<file path="src/rtl/pulse_gen_pkg.sv">
// Shared types and default widths for the pulse-train generator.
package pulse_gen_pkg;
  localparam int PG_CNT_W = 8;
  localparam int PG_LEN_W = 4;

  typedef enum logic [1:0] {
    IDLE = 2'd0,
    HIGH = 2'd1,
    LOW  = 2'd2,
    DONE = 2'd3
  } pg_state_t;
endpackage

</file>
<file path="src/rtl/pulse_gen_timer.sv">
// Loadable phase down-counter; a load of 0 behaves as 1, expire_o flags the last cycle.
module pulse_gen_timer #(
  parameter int LEN_W = 4
) (
  input  logic             clk,
  input  logic             rst,
  input  logic             load_i,
  input  logic [LEN_W-1:0] load_val_i,
  output logic             expire_o
);
  logic [LEN_W-1:0] count_q, count_d;

  always_comb begin
    count_d = count_q;
    if (load_i)
      count_d = (load_val_i == '0) ? LEN_W'(1) : load_val_i;
    else if (count_q > LEN_W'(1))
      count_d = count_q - LEN_W'(1);
  end

  always_ff @(posedge clk) begin
    if (rst) count_q <= '0;
    else     count_q <= count_d;
  end

  assign expire_o = (count_q == LEN_W'(1));
endmodule

</file>
<file path="src/rtl/pulse_gen.sv">
// Pulse-train generator feeding the event counter's num_i.
// Optional auto-repeat of the latched burst is enabled with PULSE_GEN_REPEAT_EN.
module pulse_gen
  import pulse_gen_pkg::*;
#(
  parameter int CNT_W = PG_CNT_W,
  parameter int LEN_W = PG_LEN_W
) (
  input  logic             clk,
  input  logic             rst,
  input  logic             start_i,
  input  logic [CNT_W-1:0] num_pulses_i,
  input  logic [LEN_W-1:0] high_len_i,
  input  logic [LEN_W-1:0] low_len_i,
  input  logic             abort_i,
`ifdef PULSE_GEN_REPEAT_EN
  input  logic             repeat_i,
`endif
  output logic             num_o,
  output logic             busy_o,
  output logic             done_o,
  output logic [CNT_W-1:0] sent_o
);
  pg_state_t        state_q, state_d;
  logic [CNT_W-1:0] npulse_q, npulse_d;
  logic [LEN_W-1:0] hlen_q, hlen_d;
  logic [LEN_W-1:0] llen_q, llen_d;
  logic [CNT_W-1:0] sent_q, sent_d;
  logic             num_q;
  logic             tmr_load;
  logic [LEN_W-1:0] tmr_val;
  logic             tmr_exp;

  pulse_gen_timer #(.LEN_W(LEN_W)) u_timer (
    .clk        (clk),
    .rst        (rst),
    .load_i     (tmr_load),
    .load_val_i (tmr_val),
    .expire_o   (tmr_exp)
  );

  always_comb begin
    state_d  = state_q;
    npulse_d = npulse_q;
    hlen_d   = hlen_q;
    llen_d   = llen_q;
    sent_d   = sent_q;
    tmr_load = 1'b0;
    tmr_val  = '0;
    unique case (state_q)
      IDLE: if (start_i) begin
        npulse_d = num_pulses_i;
        hlen_d   = high_len_i;
        llen_d   = low_len_i;
        sent_d   = '0;
        if (num_pulses_i == '0) begin
          state_d = DONE;
        end else begin
          state_d  = HIGH;
          tmr_load = 1'b1;
          tmr_val  = high_len_i;
        end
      end
      HIGH: if (tmr_exp) begin
        sent_d   = sent_q + CNT_W'(1);
        tmr_load = 1'b1;
        tmr_val  = llen_q;
        state_d  = LOW;
      end
      // Last pulse also gets its full low phase before DONE.
      LOW: if (tmr_exp) begin
        if (sent_q == npulse_q) begin
          state_d = DONE;
        end else begin
          tmr_load = 1'b1;
          tmr_val  = hlen_q;
          state_d  = HIGH;
        end
      end
      DONE: begin
`ifdef PULSE_GEN_REPEAT_EN
        if (repeat_i) begin
          sent_d = '0;
          if (npulse_q != '0) begin
            tmr_load = 1'b1;
            tmr_val  = hlen_q;
            state_d  = HIGH;
          end
        end else begin
          state_d = IDLE;
        end
`else
        state_d = IDLE;
`endif
      end
      default: state_d = IDLE;
    endcase
    // Abort overrides everything but reset; sent count is kept as a partial.
    if (abort_i && state_q != IDLE) begin
      state_d  = IDLE;
      sent_d   = sent_q;
      tmr_load = 1'b0;
    end
  end

  always_ff @(posedge clk) begin
    if (rst) begin
      state_q  <= IDLE;
      npulse_q <= '0;
      hlen_q   <= '0;
      llen_q   <= '0;
      sent_q   <= '0;
      num_q    <= 1'b0;
    end else begin
      state_q  <= state_d;
      npulse_q <= npulse_d;
      hlen_q   <= hlen_d;
      llen_q   <= llen_d;
      sent_q   <= sent_d;
      num_q    <= (state_d == HIGH);
    end
  end

  assign num_o  = num_q;
  assign busy_o = (state_q != IDLE);
  assign done_o = (state_q == DONE);
  assign sent_o = sent_q;
endmodule

</file>
<file path="config.mk">
export PLATFORM = sky130hd
export DESIGN_NAME = pulse_gen
export DESIGN_NICKNAME = d
export VERILOG_FILES = /design/src/rtl/pulse_gen_pkg.sv /design/src/rtl/pulse_gen_timer.sv /design/src/rtl/pulse_gen.sv
export SDC_FILE = /design/constraint.sdc
export NUM_CORES = 1
export LEC_CHECK = 0
export CORE_ASPECT_RATIO = 0.7
export CORE_UTILIZATION = 40
export CTS_BUF_LIST = sky130_fd_sc_hd__clkbuf_8
export DETAILED_ROUTE_END_ITERATION = 12
export PLACE_DENSITY = 0.68
export REMOVE_ABC_BUFFERS = 1
export SLEW_MARGIN = 15
export SYNTH_ARGS = -nofsm -noshare
export SYNTH_HDL_FRONTEND = slang
export SYNTH_SLANG_ARGS = --single-unit
</file>
<file path="constraint.sdc">
create_clock -name clk -period 5.23 [get_ports clk]
set_input_delay 1.046 -clock clk [delete_from_list [all_inputs] [get_ports clk]]
set_output_delay 1.046 -clock clk [all_outputs]
set_load 0.02 [all_outputs]
</file>
==> impl_metrics.toml <==
[worst_setup_path]
critPathMaxFanout = 4
critPathKind = "in2reg"
r2r-start = "u_timer.count_q[1]$_SDFFE_PP0P_"
rr_worst_depth = 6
r2r_setup_slack_ns = 3.03
worstPathArrival_ns = 2.92
start_kind = "input port"
crit_path_end_kind = "flip-flop"
endpoint = "u_timer.count_q[0]$_SDFFE_PP0P_"
critPathLaunch = "num_pulses_i[0]"
worstPathRequired_ns = 5.44
r2r_end = "u_timer.count_q[2]$_SDFFE_PP0P_"

[clocking]
htree_levels = 2
post_cts_buffers = 0
path_clk_slew_ns = 0.07
cts_buffers = 5
cts_resized = 0
clockBufferDepth = 2
ctsHoldBuffers = 0
insertion_delay_ns = 0.29
cts_root_buf = "clkbuf_8"
cts.sinks = 31
cts_tree = "done"

[routing]
drt-pass1-iter-count = 4
dr_total_vias = 1449
antenna_left = 0
vias_per_cell = 5.25
wl_per_cell_microns = 14.2
wirelength_mm = 3.91
drtIter0Drc = 55
drc_errors = 0

[floorplanning]
io_pins = 31
dieWidth_microns = 79.6
core-area_sq_um = 3970
start_util_pct = 42.5
rows = 19
die_y_microns = 56.4
dieArea_sq_um = 4490

[timing]
final_hold_viol_count = 0
skew_ns = 0.00630
tightestPinTransition_ns = 0.563
maxSlewViolCount = 0
finalSetupViolations = 0
relSlewSlack_pct = 62.4
min_period_ns = 2.71
fin_setup_tns_ns = 0
setup_ws_ns = 2.52
fin_crit_sh_pct = 51.9
clock.fmax_mhz = 368
rsz0062_at_grt = "false"

[final_layout]
final_util_pct = 53.0
antennaDiodeCount = 0
fin_cells = 276
fin_nets = 246
layout_commonest_cell = "nand2_1"
areaGrowthSynthToFinish_pct = 24.8
drive_above_1_share_pct = 10.7
mostFrequentLayoutCells = "nand2_1, dfxtp_1, clkdlybuf4s50_1, a21oi_1, nor2_1"

[power_and_ir_drop]
p_int_mw = 0.425
leakage_nw = 0.791
seq_power_share_pct = 43.6
p_sw_mw = 0.202
swShare_pct = 32.2
worst_ir_drop_vdd_mv = 0.156
combinationalPowerShare_pct = 27.9
p_per_area_nw_per_um2 = 298
p_clk_share_pct = 28.5

[synth]
ys_top_cells_by_area = "dfxtp_1, nand2_1, a21oi_1"
ys_seq_area_share_pct = 36.8
postSynthCellCount = 194
yosys_warnings = 0
avgSynthCellArea_sq_um = 8.70
syn-cell-area_sq_um = 1690
synth_top_area_share_pct = 36.8
ys_ff_latch = 31
synth.distinct_cells = 44
synth_area_leader_cell = "dfxtp_1"

[placed_design]
dp_slack_ns = 2.22
gp_congestion = 0.817
dp.cells = 268
dpl.hpwl_mm = 2.78
portBuffers = 30

[global_route]
grt.overflow.total = 0
grt_max_degree = 26
grt_usage_pct = 19.1
grt_pass1_wl_mm = 6.35
grt_pass1_vias = 1333
antenna_found_initial = 0

[status]
status = "completed"

[run]
drv_cap = 0

[hold_path]
min_path_type = "reg2reg"
cells by family after synthesis:
kind of cell	share of synthesized area (%)
and+or+nand+nor	29.4
muxes	1.85
AOI/OAI and AO/OA	17.3
xor gates and xnor gates	7.78
adders and majority gates	2.82
DFF	36.8
buffers and inverters	4.00
final cells by class:
| type | count | area, sq um |
|---|---|---|
| fillers | 407 | 1860 |
| multi-input cells | 148 | 1000 |
| flip-flops and latches | 31 | 621 |
| repair buffers | 32 | 315 |
| clock buffers | 5 | 68.8 |
| well taps | 52 | 65.1 |
| inverters | 5 | 18.8 |
| clock inverters | 3 | 12.5 |
state kept, by name, indices dropped and copies added, names as in the netlist:
register,count
npulse_q,8
sent_o,8
hlen_q,4
llen_q,4
u_timer.count_q,4
state_q,2
num_o,1
worst max-delay path, cell delays in order:
cell             delay, ns
clkdlybuf4s50_1       0.44
or4_1                 0.57
nor2_2                0.16
nor2_1                0.10
a221o_1               0.36
a311oi_2              0.24
metal layers:
layer	track usage (%)	share of wire (%)	vias to the layer above
met5	0	0	-
met4	8.57	1.2	0
met1	27.4	52	659
met3	5.04	5.5	6
li1	-	-	736
met2	26.3	41	48
how the worst min path moves through the flow:
stage | start | to | slack [ns] | cells after the start
2_1_floorplan | hlen_q[0]$_SDFFE_PP0P_ | hlen_q[0]$_SDFFE_PP0P_ | 0.43 | 2
3_3_place_gp | hlen_q[0]$_SDFFE_PP0P_ | hlen_q[0]$_SDFFE_PP0P_ | 0.45 | 2
3_5_place_dp | hlen_q[0]$_SDFFE_PP0P_ | hlen_q[0]$_SDFFE_PP0P_ | 0.46 | 2
4_1_cts | hlen_q[0]$_SDFFE_PP0P_ | hlen_q[0]$_SDFFE_PP0P_ | 0.47 | 2
5_1_grt | hlen_q[0]$_SDFFE_PP0P_ | hlen_q[0]$_SDFFE_PP0P_ | 0.49 | 2
6_report | npulse_q[3]$_SDFFE_PP0P_ | npulse_q[3]$_SDFFE_PP0P_ | 0.47 | 2
power groups by stage:
stage	logic [mW]	registers [mW]	clock network, mW
global route	0.192	0.276	0.194
floorplan	0.125	0.274	0
detailed placement	0.173	0.278	0
finish	0.175	0.273	0.179
global placement	0.172	0.278	0
CTS	0.175	0.273	0.185
metrics by stage:
stage | area [sq um] | hold slack, ns | power (mW)
final | 2110 | 0.473 | 0.627
after global routing | 2110 | 0.487 | 0.662
after CTS | 2110 | 0.469 | 0.633
after detailed placement | 2020 | 0.458 | 0.451
after global placement | 2020 | 0.450 | 0.450
after floorplan | 1640 | 0.430 | 0.399
Yosys cell counts (all sizes together):
master	count
clkbuf	5
nand2	39
mux2i	2
xor2	10
or2	2
mux2	1
nor3	9
and2	1
or3	3
nand2b	1
o22a	1
ha	3
nand3b	2
dfxtp	31
a222oi	3
and3	2
buf	5
nand4b	2
xnor2	5
a221o	1
o21ba	1
nor4	4
a211oi	4
maj3	1
a221oi	1
nor2	15
o21ai	2
a31oi	1
nor3b	3
nor2b	1
or4	2
a21oi	22
or3b	2
a311oi	1
a2111oi	1
inv	5
Power figures use the tool's default switching activity.
